File: src/rtl/cnff_count_ctrl.sv
// Controller that drives a bank of resetless cnff cells (hold / toggle / clear)
// as a modulo-(limit+1) up-counter started by valid/ready count commands.
module cnff_count_ctrl #(
  parameter int WIDTH = 8
) (
  input  logic             clk,
  input  logic             rst_n,
  input  logic             cmd_valid,
  output logic             cmd_ready,
  input  logic [WIDTH-1:0] cmd_limit,
  input  logic             tick_en,
  input  logic             abort,
  input  logic [WIDTH-1:0] q_in,
  output logic [WIDTH-1:0] c_out,
  output logic [WIDTH-1:0] n_out,
  output logic             busy,
  output logic             done
);

  typedef enum logic [1:0] {
    ST_INIT = 2'd0,
    ST_IDLE = 2'd1,
    ST_RUN  = 2'd2
  } state_t;

  localparam logic [WIDTH-1:0] ALL_ONES  = {WIDTH{1'b1}};
  localparam logic [WIDTH-1:0] ALL_ZEROS = {WIDTH{1'b0}};

  state_t           state_q, state_d;
  logic [WIDTH-1:0] limit_q, limit_d;
  logic             done_q,  done_d;
  logic [WIDTH-1:0] inc_mask_s;
  logic             term_s;

  // Terminal tick: clearing here means all-ones never rolls over to zero.
  assign term_s = tick_en && (q_in == limit_q);

  // Ripple-carry enable: bit i toggles when all lower bits are 1.
  always_comb begin : inc_mask_p
    logic carry;
    carry      = 1'b1;
    inc_mask_s = ALL_ZEROS;
    for (int i = 0; i < WIDTH; i++) begin
      inc_mask_s[i] = carry;
      carry         = carry & q_in[i];
    end
  end

  // State, latched limit and done pulse registers.
  always_ff @(posedge clk or negedge rst_n) begin
    if (!rst_n) begin
      state_q <= ST_INIT;
      limit_q <= ALL_ZEROS;
      done_q  <= 1'b0;
    end else begin
      state_q <= state_d;
      limit_q <= limit_d;
      done_q  <= done_d;
    end
  end

  // Next-state logic; abort outranks terminal detection.
  always_comb begin
    state_d = state_q;
    limit_d = limit_q;
    done_d  = 1'b0;
    case (state_q)
      ST_INIT: begin
        state_d = ST_IDLE;
      end
      ST_IDLE: begin
        if (cmd_valid) begin
          limit_d = cmd_limit;
          state_d = ST_RUN;
        end else begin
          state_d = ST_IDLE;
        end
      end
      ST_RUN: begin
        if (abort) begin
          state_d = ST_IDLE;
        end else if (term_s) begin
          state_d = ST_IDLE;
          done_d  = 1'b1;
        end else begin
          state_d = ST_RUN;
        end
      end
      default: begin
        state_d = ST_INIT;
      end
    endcase
  end

  // Bank control patterns and handshake outputs; unknown states clear the bank.
  always_comb begin
    c_out     = ALL_ZEROS;
    n_out     = ALL_ZEROS;
    cmd_ready = 1'b0;
    busy      = 1'b0;
    case (state_q)
      ST_INIT: begin
        n_out = ALL_ONES;
      end
      ST_IDLE: begin
        cmd_ready = 1'b1;
        if (cmd_valid) begin
          n_out = ALL_ONES;
        end else begin
          n_out = ALL_ZEROS;
        end
      end
      ST_RUN: begin
        busy = 1'b1;
        if (abort || term_s) begin
          n_out = ALL_ONES;
        end else if (tick_en) begin
          n_out = inc_mask_s;
          c_out = inc_mask_s;
        end else begin
          n_out = ALL_ZEROS;
        end
      end
      default: begin
        n_out = ALL_ONES;
      end
    endcase
  end

  assign done = done_q;

endmodule

File: config.mk
export PLATFORM = sky130hd
export DESIGN_NAME = cnff_count_ctrl
export DESIGN_NICKNAME = d
export VERILOG_FILES = /design/src/rtl/cnff_count_ctrl.sv
export SDC_FILE = /design/constraint.sdc
export NUM_CORES = 1
export LEC_CHECK = 0
export BUFFER_PORTS_ARGS = -buffer_cell sky130_fd_sc_hd__buf_2
export CELL_PAD_IN_SITES_DETAIL_PLACEMENT = 0
export CELL_PAD_IN_SITES_GLOBAL_PLACEMENT = 1
export CORE_UTILIZATION = 31
export CTS_CLUSTER_DIAMETER = 120
export DETAILED_ROUTE_END_ITERATION = 8
export GPL_TIMING_DRIVEN = 0
export PLACE_DENSITY_LB_ADDON = 0.1
export SYNTH_ARGS = -nofsm -noshare
export SYNTH_HDL_FRONTEND = slang
export SYNTH_SLANG_ARGS = --single-unit
File: constraint.sdc
create_clock -name clk -period 1.85 [get_ports clk]
set_input_delay 0.2775 -clock clk [delete_from_list [all_inputs] [get_ports clk]]
set_output_delay 0.2775 -clock clk [all_outputs]
set_load 0.1 [all_outputs]
# == Word-level counts from Yosys, hierarchy flattened ==
# Index checks and enable logic that the tools add are counted.
# totals
wordCells,31
reg_bits,11
# classes
reduce_logical,4
muxes,15
n_eq_ne,3
n_bitwise,6
# op_table
op,count
8-bit two-way mux,5
8-bit case mux with 2 select lines,1
8-bit == test,1
1-bit AND,6
2-bit two-way mux,3
2-bit case mux with 3 select lines,1
1-bit two-way mux,5
"2-bit by 1-bit == test with 1-bit output, second input constant",1
"2-bit == test, second input constant",1
2-bit zero test,1
2-bit AND reduction,1
1-bit logical AND,1
1-bit logical OR,1

# == Longest topological paths before layout ==
# logic_depth
word_depth,9
mapped_depth,7
ltp_nobuf,6

# == Worst setup path after synthesis ==
# No wires, ideal clock.
# synth_path
kind,flip-flop to output port
start,reg state_q[0]
end,out c_out[7]
setup_slack_ns,-1.781
n_path_buf,1
path_stages_with_launch,8
arrival_ns,3.354
path_cell_list,dfrtp_1 inv_1 ha_1 buf_4 and4_2 and3_2 nand4_1 nor2_1
# synth_between
elab_chain_len,2
# synth_rtl
element,line,text
"start, declared",29,"state_t state_q, state_d;"
"start signal, assigned",56,state_q <= state_d;
2-bit == test,101,case (state_q)
8-bit two-way mux,101,
"end, declared",14,"output logic [WIDTH-1:0] c_out,"
# No other way between the ends.

# == Final worst setup path ==
# Same ends and word-level chain as after synthesis.

==> implementation parameters <==
Parameter                              Value

Clocking
  CTS Root Cell ... sky130_fd_sc_hd__clkbuf_4
  Worst-skew pair later-pin latency ... ~0.26 ns
  Maximum buffer depth of the clock tree ... 2
  Number of H-tree branching levels ... 1
  CTS tree ... yes
  Sink Count ... 11
  CTS Buf Count ... 3
  Clock transition time at the flip-flop clock pins of the worst setup and hold paths ... approximately 0.07 ns

Finish
  Area delta synth->final ... 114%
  Fraction of final layout cells with drive strength greater than 1 ... a little under three quarters
  Count of non-filler cells in the finished layout ... approximately 170
  Sequential standard cell area ... roughly 280 um^2
  Net count, final ... 167
  Leading cell types in the layout, fill and taps excluded ... sky130_fd_sc_hd__buf_2 (22), sky130_fd_sc_hd__buf_12 (16), sky130_fd_sc_hd__buf_4 (11)
  Count of antenna diodes in the layout ... 0
  Filler Cells Inserted ... 160
  Multi-input gate area ... roughly 730 um^2
  Commonest non-fill, non-tap cell in the layout ... sky130_fd_sc_hd__buf_2

Routing
  Drt via density ... around 5.2
  Wirelength, routed ... ~2.6 mm
  Total DRC errors in the routed layout ... 0
  Total number of vias ... roughly 890
  Count of nets left with antenna violations after detail routing ... 0
  Iteration-0 DRC count of the detailed router ... 16
  First-pass iteration count of the detailed router ... 4
  WL per Instance ... 15.3 um

Critical path
  Critical Path Stages ... 7
  Worst reg2reg path depth ... 6
  Series of cell instances along the critical path ... inv_2 -> ha_4 -> and4_4 -> and3_4 -> nand4_1 -> nor2_4 -> buf_12
  Launch point of the worst path ... state_q[0]
  Sum of buffers and inverters on the critical path ... 2
  Data arrival, critical path ... about 1.8 ns
  Critical path peak fanout ... 3
  Worst path top cell family by delay ... simple AND/OR/NAND/NOR gates
  Required @ worst endpoint ... 1.57 ns
  Critical setup path kind ... reg -> out
  CP startpoint kind ... flip-flop
  Category of the worst setup path capture point ... primary output
  Slowest library cell on the worst path ... sky130_fd_sc_hd__dfrtp_1
  Delay of the slowest critical-path stage ... a little under 0.4 ns
  Start of the worst register-to-register path ... state_q[1]

Die
  Initial Util ... 34.0%
  Cell Rows ... 17
  Die outline width ... between 50 and 60 um
  Die extent in y ... around 52 um
  Total Die Area ... 2720 um^2
  IO Count ... 40
  Core outline area ... between 2000 and 2500 um^2

GRT
  Leftover overflow at the end of global routing ... 0
  Antenna violations before repair ... 0
  Global Route Usage Sum ... 21.6%
  Number of global-route vias before repair ... between 900 and 1000
  Global-route wire length before repair ... about 4.3 mm
  Largest net degree at the start of global routing ... 12

Synth
  Total nets after synthesis ... around 110
  Syn_area_per_cell ... about 9.3 um^2
  Area contributors post-synth ... sky130_fd_sc_hd__dfrtp_1 (35%), sky130_fd_sc_hd__mux2_2 (12%), sky130_fd_sc_hd__xnor2_1 (9.0%)
  Yosys warning count ... 0
  Share of the yosys chip area belonging to registers ... between 30% and 40%
  Fraction of the mapped netlist area in compound gates ... under 10%
  Post-synthesis instance area ... 781 um^2
  Xor and xnor area share after synthesis ... under 10%
  Top cell type by total area after synthesis ... sky130_fd_sc_hd__dfrtp_1
  Largest family of logic cells by synthesized area ... simple AND/OR/NAND/NOR gates
  Top-area cell type share of the netlist area ... a little over a third
  Post-synthesis cell type count ... 23
  Total of flip-flops plus latches after synthesis ... 11
  Adder-cell share of the synthesized area ... approximately 6.4%
  Mapped Cells ... between 80 and 90
  Fraction of synthesized area in multiplexers ... 11.5%
  Area share of and/or/nand/nor cells after synthesis ... between 20% and 30%

Run
  Max cap viols ... 0

Timing
  Final setup slack of the worst path ... -0.261 ns
  Tightest slew margin relative to the limit ... between 60% and 70%
  Worst clock skew ... roughly 0.0017 ns
  Period utilization ... 114%
  Final hold viol count ... 0
  Unrepaired setup endpoints after global routing ... true
  # setup viols final ... 15
  Transition time at the pin with the least slew margin ... between 0.4 and 0.5 ns
  Minimum clock period after layout ... roughly 2.1 ns
  Number of max-slew violations in the final report ... 0
  FMAX ... 0.474 GHz

Placement
  Cell total after placement ... between 150 and 200
  Placed wire-length estimate after detailed placement ... between 1.5 and 2 mm
  Count of buffers inserted at the top-level ports ... 39
  Routability Congestion ... around 0.73

Min path
  Type of the most critical hold path ... in -> reg
  Start point of the worst min-delay path ... cmd_limit[0]
  Worst hold path stage count ... 2

Outcome
  Violated checks ... negative setup slack
  Result of the run ... finished, violations left
final cells by class:
type	count	area share, %
Sequential cell	11	16.6
Timing Repair Buffer	54	34.3
Tap cell	28	2.10
Inverter	4	1.05
Buffer	1	0.900
Clock buffer	4	1.58
Multi-Input combinational cell	67	43.5
cell families (layout without fill, tap and decap cells):
group | Yosys count | count (layout)
buffers and inverters | 6 | 63
adders and majority gates | 4 | 4
xor gates and xnor gates | 8 | 8
AOI/OAI and AO/OA | 9 | 9
DFF | 11 | 11
muxes | 8 | 8
and+or+nand+nor | 38 | 38
worst paths after layout:
kind | end | slack [ns]
max | c_out[7] | -0.26
max reg2reg | limit_q[5] | 0.42
min in group asynchronous | limit_q[2] | 0.40
max in group asynchronous | state_q[1] | 1.24
min | limit_q[0] | 0.24
min reg2reg | limit_q[7] | 0.53
synth_stat cells:
| cell type | n |
|---|---|
| sky130_fd_sc_hd__o311ai_0 | 1 |
| sky130_fd_sc_hd__buf_2 | 1 |
| sky130_fd_sc_hd__ha_1 | 4 |
| sky130_fd_sc_hd__a211oi_1 | 1 |
| sky130_fd_sc_hd__nand4_1 | 4 |
| sky130_fd_sc_hd__and4_2 | 1 |
| sky130_fd_sc_hd__and3_1 | 1 |
| sky130_fd_sc_hd__nand2_1 | 6 |
| sky130_fd_sc_hd__a311oi_2 | 1 |
| sky130_fd_sc_hd__nand3_1 | 12 |
| sky130_fd_sc_hd__a21oi_1 | 4 |
| sky130_fd_sc_hd__o31ai_4 | 1 |
| sky130_fd_sc_hd__and2_1 | 1 |
| sky130_fd_sc_hd__dfrtp_1 | 11 |
| sky130_fd_sc_hd__nor2b_1 | 1 |
| sky130_fd_sc_hd__inv_1 | 4 |
| sky130_fd_sc_hd__and4_1 | 1 |
| sky130_fd_sc_hd__buf_4 | 1 |
| sky130_fd_sc_hd__and3_2 | 1 |
| sky130_fd_sc_hd__xnor2_1 | 8 |
| sky130_fd_sc_hd__mux2_2 | 8 |
| sky130_fd_sc_hd__nor2_1 | 10 |
| sky130_fd_sc_hd__o21ai_0 | 1 |
per-stage QoR:
stage	hold slack [ns]	TNS, ns	setup slack (ns)	utilization, %	instance area [um^2]
2_1_floorplan	-0.0181	-5.33	-0.537	-	960
3_3_place_gp	0.153	-5.94	-0.549	51.8	1190
3_5_place_dp	0.159	-6.23	-0.573	51.8	1190
4_1_cts	0.233	-2.66	-0.257	69.4	1600
5_1_grt	0.230	-4.12	-0.369	72.6	1670
6_report	0.243	-2.69	-0.261	72.6	1670
per-layer routing:
metal  GRT usage, %  part of all wire [%]  up-vias
met5              0                     0        -
met3           2.61                   5.5        8
met1           25.5                    42      413
met4           9.21                   1.7        0
met2           39.1                    51       46
li1               -                     -      418
timing repair:
item | in CTS | in global routing
endpoints found under the hold margin | 11 | 0
gates resized for setup | 72 | 11
setup buffers | 10 | 5
setup endpoints to repair | 17 | 17
hold buffers | 1 | 0
pin swaps | 17 | 5
state kept, by name, summed over array words and instances (netlist names):
register / count
state_q: 2
limit_q: 8
done: 1
Power is left out: the tool's default activity adds up to more than one toggle a clock period on the data nets, which glitch-free logic cannot reach.
